`config.mk`:
```
export PLATFORM = sky130hd
export DESIGN_NAME = alu_arbiter
export DESIGN_NICKNAME = d
export VERILOG_FILES = /design/src/rtl/alu_arbiter.sv
export SDC_FILE = /design/constraint.sdc
export NUM_CORES = 1
export LEC_CHECK = 0
export ABC_AREA = 1
export CAP_MARGIN = 20
export CORE_AREA = 4 4 159 161
export CTS_CLUSTER_SIZE = 8
export DETAILED_ROUTE_END_ITERATION = 12
export DIE_AREA = 0 0 163 165
export PLACE_DENSITY = 0.5
export REMOVE_ABC_BUFFERS = 1
export SLEW_MARGIN = 20
export SYNTH_ARGS = -nofsm -noshare
export SYNTH_HDL_FRONTEND = slang
export SYNTH_SLANG_ARGS = --single-unit
```
`constraint.sdc`:
```
create_clock -name clk -period 1.4 [get_ports clk]
set_clock_uncertainty 0.15 [all_clocks]
set_input_delay 0.28 -clock clk [delete_from_list [all_inputs] [get_ports clk]]
set_output_delay 0.28 -clock clk [all_outputs]
set_load 0.03 [all_outputs]
```
`src/rtl/alu_arbiter.sv`:
```
// alu_arbiter: round-robin sharing of one combinational ALU between two requesters, with a one-entry tagged response stage.
// Optional per-requester grant and conflict counters when ALU_ARB_STATS_EN is defined.
module alu_arbiter #(
   parameter int XLEN       = 32,
   parameter bit RESET_PRIO = 1'b0
) (
   input  logic            clk,
   input  logic            rst_n,
   input  logic            req0_valid,
   output logic            req0_ready,
   input  logic [6:0]      req0_opcode,
   input  logic [2:0]      req0_func3,
   input  logic [6:0]      req0_func7,
   input  logic [XLEN-1:0] req0_imm,
   input  logic [XLEN-1:0] req0_a,
   input  logic [XLEN-1:0] req0_b,
   input  logic            req1_valid,
   output logic            req1_ready,
   input  logic [6:0]      req1_opcode,
   input  logic [2:0]      req1_func3,
   input  logic [6:0]      req1_func7,
   input  logic [XLEN-1:0] req1_imm,
   input  logic [XLEN-1:0] req1_a,
   input  logic [XLEN-1:0] req1_b,
   output logic [6:0]      alu_opcode,
   output logic [2:0]      alu_func3,
   output logic [6:0]      alu_func7,
   output logic [XLEN-1:0] alu_imm,
   output logic [XLEN-1:0] alu_a,
   output logic [XLEN-1:0] alu_b,
   input  logic [XLEN-1:0] alu_result,
   output logic            rsp_valid,
   input  logic            rsp_ready,
   output logic            rsp_id,
   output logic [XLEN-1:0] rsp_result
`ifdef ALU_ARB_STATS_EN
   ,
   output logic [15:0]     stat_grant0,
   output logic [15:0]     stat_grant1,
   output logic [15:0]     stat_conflict
`endif
);
   logic prio;
   logic slot_free;
   logic grant0;
   logic grant1;
   logic xfer;
   always_comb begin
      slot_free = !rsp_valid || rsp_ready;
      grant0    = slot_free && req0_valid && (!req1_valid || !prio);
      grant1    = slot_free && req1_valid && (!req0_valid || prio);
      xfer      = grant0 || grant1;
      req0_ready = grant0;
      req1_ready = grant1;
   end
   // Ungranted cycles present opcode 0 so the shared ALU idles at zero.
   always_comb begin
      alu_opcode = grant0 ? req0_opcode : grant1 ? req1_opcode : '0;
      alu_func3  = grant0 ? req0_func3  : grant1 ? req1_func3  : '0;
      alu_func7  = grant0 ? req0_func7  : grant1 ? req1_func7  : '0;
      alu_imm    = grant0 ? req0_imm    : grant1 ? req1_imm    : '0;
      alu_a      = grant0 ? req0_a      : grant1 ? req1_a      : '0;
      alu_b      = grant0 ? req0_b      : grant1 ? req1_b      : '0;
   end
   always_ff @(posedge clk or negedge rst_n) begin
      if (!rst_n) begin
         prio       <= RESET_PRIO;
         rsp_valid  <= 1'b0;
         rsp_id     <= 1'b0;
         rsp_result <= '0;
      end else if (xfer) begin
         prio       <= grant0;
         rsp_valid  <= 1'b1;
         rsp_id     <= grant1;
         rsp_result <= alu_result;
      end else if (rsp_ready) begin
         rsp_valid  <= 1'b0;
      end
   end
`ifdef ALU_ARB_STATS_EN
   logic conflict;
   assign conflict = req0_valid && req1_valid && slot_free;
   always_ff @(posedge clk or negedge rst_n) begin
      if (!rst_n) begin
         stat_grant0   <= '0;
         stat_grant1   <= '0;
         stat_conflict <= '0;
      end else begin
         stat_grant0   <= stat_grant0   + 16'((grant0   && stat_grant0   != 16'hFFFF) ? 1 : 0);
         stat_grant1   <= stat_grant1   + 16'((grant1   && stat_grant1   != 16'hFFFF) ? 1 : 0);
         stat_conflict <= stat_conflict + 16'((conflict && stat_conflict != 16'hFFFF) ? 1 : 0);
      end
   end
`endif
endmodule

```
==> results by stage, run 1 <==
Run status:
- The run finished, with violations left.
- The final reports fail on setup timing.

Synthesis:
- The sequential fraction of the synthesis area is 0.3034.
- In this run, synthesis produced a sequential element count of 35.
- The share of synthesized area in the top cell type comes to 0.5332.
- The mean instance size in the synthesized netlist is 5.572 um2.
- Of all cell types, the one taking the most synthesized area is sky130_fd_sc_hd__nand2_1.
- The total standard cell area after synthesis is 2887 um2.
- Yosys printed 0 warnings.
- By area the synthesized netlist is led by sky130_fd_sc_hd__nand2_1, sky130_fd_sc_hd__dfrtp_1, sky130_fd_sc_hd__nand3_1.
- Synthesis instantiated 10 different standard cells from the library.
- The post-synthesis cell count is 518.

Placement:
- The number of placed instances with taps included is 1257.
- Routability-driven placement finished with a final weighted congestion of 0.8273.
- During placement, the flow inserted port buffers numbering 411.
- The area of placed instances is 7446 um2.
- Detailed placement finished with a half-perimeter wire length of 17.67 mm.

Floorplanning:
- The initialized floorplan defines 57 standard-cell rows.
- The die outline area is 26900 um2.
- The initial utilization of the core area, before any placement, comes to 0.1205.
- The number of I/O pins is 412.
- The overall die height is 165 um.
- The die width is 163 um.
- The core footprint is 23960 um2.

Routing:
- The mean number of vias per cell is 3.787.
- The final antenna-violating net count is 0.
- The total vias in the final route is 4866.
- After detailed routing, the total wire length is 22.15 mm.
- The detailed router finished its first iteration with 208 violations.
- For this run, design rule violations remaining after detail routing come to 0.
- The average routed wire per standard cell is 17.24 um.
- The first detailed-routing pass ran for 4 iterations.

Power and ir drop:
- Of the total power, the share spent switching nets is 0.4404.
- The total power is 0.009273 W.
- Dividing total power by cell area gives a power density of 1034 nW/um2.
- The worst-case IR drop observed on VDD is 0.8369 mV.
- For this design the static power due to leakage is 4.389 nW.
- The share of total power dissipated in combinational logic is 0.714.
- The internal power is 0.005189 W.
- The part of the total power dissipated in sequential elements is 0.160.
- Of the total power, the clock network draws 0.126.
- For this design the total switching power over the nets is 0.004084 W.

Global route:
- The maximum number of pins on one net before global-route repair is 30.
- For this run, the total global-route usage over all layers was measured as 0.1474.
- The global route total overflow is 0.
- The number of global-route vias before repair is 4896.
- The first global-routing pass estimated 30.19 mm of wire.
- The number of antenna violations at the first check in global routing is 6.

Min path:
- The class of the tightest hold or removal check is input port to async pin.

Clocking:
- The level count of the clock H-tree is 2.
- After clock tree synthesis, the clock-pin slew on the worst setup and hold paths is 0.06 ns.
- TritonCTS built the clock tree.
- The clock reaches the later pin of the worst-skew pair after 0.27 ns.
- The maximum buffer depth of the clock tree is 2.
- CTS saw 35 sinks.
- CTS placed an instance of sky130_fd_sc_hd__clkbuf_16 at the clock tree root.
- The number of clock buffers added by TritonCTS is 5.

Setup path:
- The minimum setup slack among reg-to-reg paths is -0.20 ns.
- The family of cells with the greatest summed delay on the critical path is buffers and inverters.
- For the worst setup path, the data required time is 0.97 ns.
- The library cell contributing the largest single delay on the critical path is sky130_fd_sc_hd__dfrtp_1.
- The signal arrival time at the worst endpoint is 1.64 ns.
- The top fanout value on the critical path is 5.
- STA classifies the critical path startpoint as a flip-flop.
- The critical setup path kind is flip-flop to primary output.
- STA classifies the critical path endpoint as a primary output.
- The longest individual stage delay on the worst path is 0.39 ns.
- The critical path goes through inv_2 > nand2_2 > nand3_4 > clkinv_8 > buf_12 > buf_16 > buf_8 > nand2_1 > nand2_1 > buf_6.
- The most frequent cell on the critical path is sky130_fd_sc_hd__nand2_1.
- Together, buffers and inverters on the worst path number 6.

Finish:
- The final core area utilization is 0.3741.
- Summing all non-filler instances in the final layout gives an area of 8964 um2.
- In the final layout, the share of cells above drive strength 1 is 0.3751.
- After the flow finishes, the layout carries non-filler instances totaling 1285.
- From synthesis to final layout, the design area changed by 210.5%.
- The final layout contains 1219 nets.

STA:
- In the post-route analysis, the smallest setup slack over all paths is -0.6680 ns.
- The number of pins with negative max-slew slack in the final report was 0.
- The number of failing hold endpoints at the final stage is 0.
- The worst pin sits at a relative slew slack of 0.7362.
- Setup repair after global routing could not meet its margin everywhere.
- The transition at the pin with the smallest max-transition slack is 0.3957 ns.
- On the final layout, the worst hold slack is 0.3064 ns.
- The portion of the clock cycle consumed by the worst path in the final layout is 1.477.
- The count of endpoints failing setup in the final report is 147.
- Derived from the worst setup path, the maximum achievable clock frequency is 0.4836 GHz.
- For the finished layout, the period the worst path requires is 2.068 ns.

Run:
- The number of max-cap violations is 0.
[sequential cells by signal, indices dropped and copies added, names as in the netlist]
name        flops
rsp_valid       1
rsp_id          1
prio            1
rsp_result     32
[cells in the mapped netlist, drive strengths merged]
cell / instances
dfrtp: 35
inv: 4
clkbuf: 2
nand2: 411
nand3: 35
buf: 31
[worst register-to-register path, stage by stage (launching register included)]
cell	delay [ns]
sky130_fd_sc_hd__dfrtp_1	0.39
sky130_fd_sc_hd__inv_2	0.06
sky130_fd_sc_hd__nand2_2	0.06
sky130_fd_sc_hd__nand3_4	0.11
sky130_fd_sc_hd__buf_4	0.24
sky130_fd_sc_hd__nand2_1	0.15
sky130_fd_sc_hd__buf_12	0.19
sky130_fd_sc_hd__nand2_1	0.09
sky130_fd_sc_hd__nand2_1	0.05
[cell families (layout without fill, tap and decap cells)]
group                  count (synthesis)  after routing  synth area share
AND/OR/NAND/NOR                      446            446            0.6047
buffers and inverters                 37            476           0.09190
flip-flops                            35             35            0.3034
other                                  0              4                 0
[layout make-up]
cell class                      count  area (um2)
Multi-Input combinational cell    446        2325
Tap cell                          324       405.4
Timing Repair Buffer              464        5151
Clock buffer                        8       156.4
Fill cell                        2523       15000
Antenna cell                        4       10.01
Sequential cell                    35       875.8
Inverter                            4       40.04
[power by group through the flow]
stage | registers [W] | logic [W] | clock network, W
6_report | 0.00148 | 0.00662 | 0.00117
5_1_grt | 0.00153 | 0.00700 | 0.00126
4_1_cts | 0.00148 | 0.00655 | 0.00122
3_5_place_dp | 0.00148 | 0.00558 | 0
3_3_place_gp | 0.00149 | 0.00558 | 0
2_1_floorplan | 0.00201 | 0.00201 | 0
[repair_timing]
action	in CTS	in global routing
setup endpoints to repair	147	148
endpoints found under the hold margin	13	0
buffers inserted	5	2
pin swaps	43	9
resized for setup	280	38
hold buffers	1	0
gates cloned	7	3
[cells in the final DEF, fill, tap and decap left out]
master and n:
sky130_fd_sc_hd__nand2_8 1, sky130_fd_sc_hd__buf_4 62, sky130_fd_sc_hd__nand2_4 41, sky130_fd_sc_hd__nand3_1 33
sky130_fd_sc_hd__buf_12 38, sky130_fd_sc_hd__clkinv_8 2, sky130_fd_sc_hd__clkdlybuf4s50_1 258, sky130_fd_sc_hd__diode_2 4
sky130_fd_sc_hd__inv_1 1, sky130_fd_sc_hd__nand3_4 2, sky130_fd_sc_hd__dfrtp_1 35, sky130_fd_sc_hd__clkbuf_16 7
sky130_fd_sc_hd__inv_2 1, sky130_fd_sc_hd__clkbuf_8 2, sky130_fd_sc_hd__clkbuf_1 1, sky130_fd_sc_hd__dlygate4sd3_1 1
sky130_fd_sc_hd__buf_8 9, sky130_fd_sc_hd__buf_16 5, sky130_fd_sc_hd__nand2_2 103, sky130_fd_sc_hd__nand2_1 266
sky130_fd_sc_hd__bufbuf_16 1, sky130_fd_sc_hd__buf_6 84, sky130_fd_sc_hd__dlygate4sd2_1 3, sky130_fd_sc_hd__buf_2 1
[worst paths after layout]
check | start | to | cells past startpoint
min reg2reg | rsp_id$_DFFE_PN0P_ | rsp_id$_DFFE_PN0P_ | 2
min | rst_n | rsp_result[5]$_DFFE_PN0P_ | 2
max in group asynchronous | rst_n | rsp_result[30]$_DFFE_PN0P_ | 3
max | prio$_DFFE_PN0P_ | alu_a[12] | 10
max reg2reg | prio$_DFFE_PN0P_ | rsp_result[11]$_DFFE_PN0P_ | 8
min in group clk | rsp_id$_DFFE_PN0P_ | rsp_id$_DFFE_PN0P_ | 2
[routing by layer]
layer,part of all wire,vias to the layer above,wire length [um],global-route usage
li1,-,2442,-,-
met1,0.39,2177,8618,0.1732
met2,0.52,225,11530,0.2675
met3,0.078,20,1735,0.03718
met4,0.012,2,257,0.03812
met5,0.00036,-,8,0
[stage by stage]
step                      setup TNS, ns  setup WS [ns]
after floorplan                 -174.04         -1.378
after global placement          -106.21        -0.8325
after detailed placement        -106.03        -0.8207
after CTS                        -81.83        -0.7123
after global routing             -88.30        -0.7458
final                            -74.60        -0.6680
Note: power is estimated with default switching activity, not from simulation.
==> run 2, diff against run 1 <==
--- a/config.mk
+++ b/config.mk
@@ -12,7 +12,6 @@
 export DETAILED_ROUTE_END_ITERATION = 12
 export DIE_AREA = 0 0 163 165
 export PLACE_DENSITY = 0.5
-export REMOVE_ABC_BUFFERS = 1
 export SLEW_MARGIN = 20
 export SYNTH_ARGS = -nofsm -noshare
 export SYNTH_HDL_FRONTEND = slang
==> run 2 against run 1 <==
The run still ends with setup timing left; critical path depth down 2; routed wire length up 0.84%; clock power down 9%; sequential share of layout area down 1.3 points; maximum frequency down 0.18%; final area up 15%; register-to-register slack worse by 0.18 ns; total power up 7.9%; die area unchanged; clock-buffer cell count down 2; setup slack worse by 0.0038 ns; first-iteration DRC count down 25%; critical endpoint is now alu_a[30].
==> results by stage, run 2 (synthesized netlist as in run 1, its figures left out) <==
Run status:
- The flow ran to the end, but the final reports show violations.
- The final reports fail on setup timing.

STA:
- The number of pins with negative max-slew slack in the final report came to 0 (unchanged).
- The portion of the clock cycle consumed by the worst path in the final layout came to 1.480 (+0.002704).
- The transition at the pin with the smallest max-transition slack is 0.3821 ns (-0.01364 ns).
- The number of failing hold endpoints at the final stage is 0 (unchanged).
- The slack of the critical path is -0.6717 ns (-0.003785 ns).
- The maximum achievable frequency is 0.4827 GHz (-0.18%).
- The headroom to the max-slew limit is 0.7453 (+0.009093).
- The time the final worst path needs with I/O delays and setup was 2.072 ns (+0.003785 ns).
- The count of endpoints failing setup in the final report is 148 (+0.68%).
- Setup repair after global routing could not meet its margin everywhere.

Finish:
- The ratio of cells with drive above 1 in the final layout is 0.5369 (+0.1617).
- The final design area excluding fillers is 10350 um2 (+15%).
- The most common cell after layout, fill and taps aside is sky130_fd_sc_hd__clkdlybuf4s50_1.
- Compared with the post-synthesis result, the final layout area differs by 258.6%.
- The number of nets in the layout is 1225 (+0.49%).
- The final core area utilization is 0.4320 (+0.05796).
- Ranked by flip-flop count, first place goes to rsp_result.
- In the layout the commonest cells are sky130_fd_sc_hd__clkdlybuf4s50_1, sky130_fd_sc_hd__nand2_4, sky130_fd_sc_hd__nand2_1.
- The number of flip-flops in the largest register is 32 (unchanged).

Clocking:
- The maximum buffer depth of the clock tree came to 2 (unchanged).
- The root buffer cell is sky130_fd_sc_hd__clkbuf_16.
- The register clock-pin slew on the reported worst setup and hold paths is 0.06 ns (about the same).
- TritonCTS built the clock tree.
- The number of buffers inserted during clock tree synthesis is 5 (unchanged).
- The total number of clock tree sinks is 35 (unchanged).
- The clock latency on the worst-skew pair is 0.27 ns (about the same).
- The level count of the clock H-tree is 2 (unchanged).
- The number of buffers inserted by hold repair at cts came to 0 (-1).

Setup path:
- The startpoint type of the worst setup path is a flip-flop.
- The endpoint required time on the critical path was 0.97 ns (about the same).
- The kind of end point of the critical path is a primary output.
- The worst reg-to-reg path cell count is 8 (unchanged).
- The minimum setup slack among reg-to-reg paths came to -0.38 ns (-0.18 ns).
- The signal arrival time at the worst endpoint is 1.64 ns (about the same).
- The startpoint identified for the worst register-to-register timing path is prio$_DFFE_PN0P_.
- The critical path in this run is classified as flip-flop to primary output.
- The critical register-to-register path endpoint is rsp_result[29]$_DFFE_PN0P_.
- The top fanout value on the critical path is 7 (+2).

Global route:
- The maximum number of pins on one net before global-route repair came to 49 (+63%).
- The number of global-route vias before repair is 5027 (+2.7%).
- The number of antenna violations at the first check in global routing came to 4 (-2).
- The global route total overflow is 0 (unchanged).
- The global-route wire length before repair was 29.35 mm (-2.8%).
- The global-route usage over all layers is 0.1392 (-0.008206).

Routing:
- The number of iterations in the first detailed-routing pass is 4 (unchanged).
- The count of routing violations after the opening detailed-route iteration came to 157 (-25%).
- The mean number of vias per cell is 3.850 (+1.7%).
- The number of design rule violations left after detail routing is 0 (unchanged).
- The total vias in the final route was 4966 (+2.1%).
- The final antenna-violating net count is 0 (unchanged).
- The average routed wire per standard cell is 17.32 um (+0.45%).
- The post-detailed-routing wire length is 22.34 mm (+0.84%).

Placement:
- The half-perimeter wire length of the detailed placement result is 16.76 mm (-5.1%).
- The routability congestion estimate from global placement is 0.7804 (-5.7%).
- The area of placed instances is 8215 um2 (+10%).
- The number of I/O port buffers is 411 (unchanged).

Floorplanning:
- The initial standard-cell utilization of the core came to 0.1205 (unchanged).
- The core footprint is 23960 um2 (unchanged).
- The overall die height is 165 um (unchanged).
- The floorplan row count was 57 (unchanged).
- The die outline area is 26900 um2 (unchanged).
- The number of I/O pins is 412 (unchanged).
- The die width is 163 um (unchanged).

Power and ir drop:
- The power density relative to cell area is 966.2 nW/um2 (-6.6%).
- The maximum resistive drop on vdd was 0.7815 mV (-6.6%).
- The static leakage came to 5.103 nW (+16%).
- The total power is 0.01000 W (+7.9%).

Synthesis:
- The total nets after synthesis is 781.

Run:
- The number of max-cap violations is 0 (unchanged).

Min path:
- The worst hold path belongs to the class input port to async pin.
## run 2: cell count changes in the layout (fill, tap and decap cells not counted), sizes merged
| cell | change |
|---|---|
| clkbuf | +5 |
| bufbuf | -1 |
| clkdlybuf4s50 | +1 |
| clkinv | +1 |
| clkinvlp | +1 |
| diode | -1 |
| dlygate4sd3 | -1 |
## run 2: worst max path at each step
stage	startpoint	endpoint	slack (ns)	depth (start not counted)
after detailed placement	rsp_ready	alu_a[27]	-0.82	10
after floorplan	rsp_valid$_DFFE_PN0P_	alu_a[0]	-0.29	7
final	rsp_valid$_DFFE_PN0P_	alu_a[30]	-0.67	8
after global routing	rsp_valid$_DFFE_PN0P_	alu_a[6]	-0.74	8
after CTS	rsp_valid$_DFFE_PN0P_	alu_a[2]	-0.73	8
after global placement	rsp_ready	alu_imm[25]	-0.83	10
## run 2: repair_timing
| item | 4_1_cts | 5_1_grt |
|---|---|---|
| endpoints found under the setup margin | 150 | 150 |
| pin swaps | 13 | 31 |
| setup buffers | 11 | 3 |
| gates resized for setup | 229 | 205 |
| cloned | 6 | 11 |
## run 2: final cells by class
class / instances / area, um2
fillers: 2335 / 13610
inverters: 4 / 40.04
well taps: 324 / 405.4
flip-flops and latches: 35 / 877.1
clock inverters: 2 / 12.51
clock buffers: 6 / 128.9
repair buffers: 470 / 5251
multi-input cells: 446 / 3630
diodes: 3 / 7.507
## run 2: per-layer routing
| metal | vias to the layer above | track usage | part of all wire |
|---|---|---|---|
| met5 | - | 0 | 0.00031 |
| met4 | 2 | 0.02974 | 0.011 |
| met3 | 18 | 0.04043 | 0.085 |
| met2 | 233 | 0.2415 | 0.51 |
| met1 | 2256 | 0.1718 | 0.39 |
| li1 | 2457 | - | - |
## run 2: critical path, cell delays in order (launching register included)
cell	delay (ns)
sky130_fd_sc_hd__dfrtp_2	0.43
sky130_fd_sc_hd__nand2_4	0.11
sky130_fd_sc_hd__nand3_4	0.11
sky130_fd_sc_hd__clkinv_8	0.10
sky130_fd_sc_hd__buf_12	0.17
sky130_fd_sc_hd__clkbuf_16	0.18
sky130_fd_sc_hd__nand2_2	0.06
sky130_fd_sc_hd__nand2_4	0.06
sky130_fd_sc_hd__buf_6	0.12
## run 2: where the power goes
group	switching [W]	internal (W)	total, W
Clock	0.000414	0.000656	0.00107
Sequential	0.000204	0.00130	0.00150
Combinational	0.00398	0.00346	0.00743
## run 2: through the flow
stage	std cells	hold slack (ns)	setup WS [ns]	setup TNS, ns
after floorplan	518	-0.1656	-0.2861	-27.75
after global placement	1253	0.3291	-0.8303	-112.27
after detailed placement	1253	0.3249	-0.8187	-112.47
after CTS	1277	0.2476	-0.7309	-85.99
after global routing	1290	0.2527	-0.7391	-93.94
final	1290	0.2464	-0.6717	-82.24
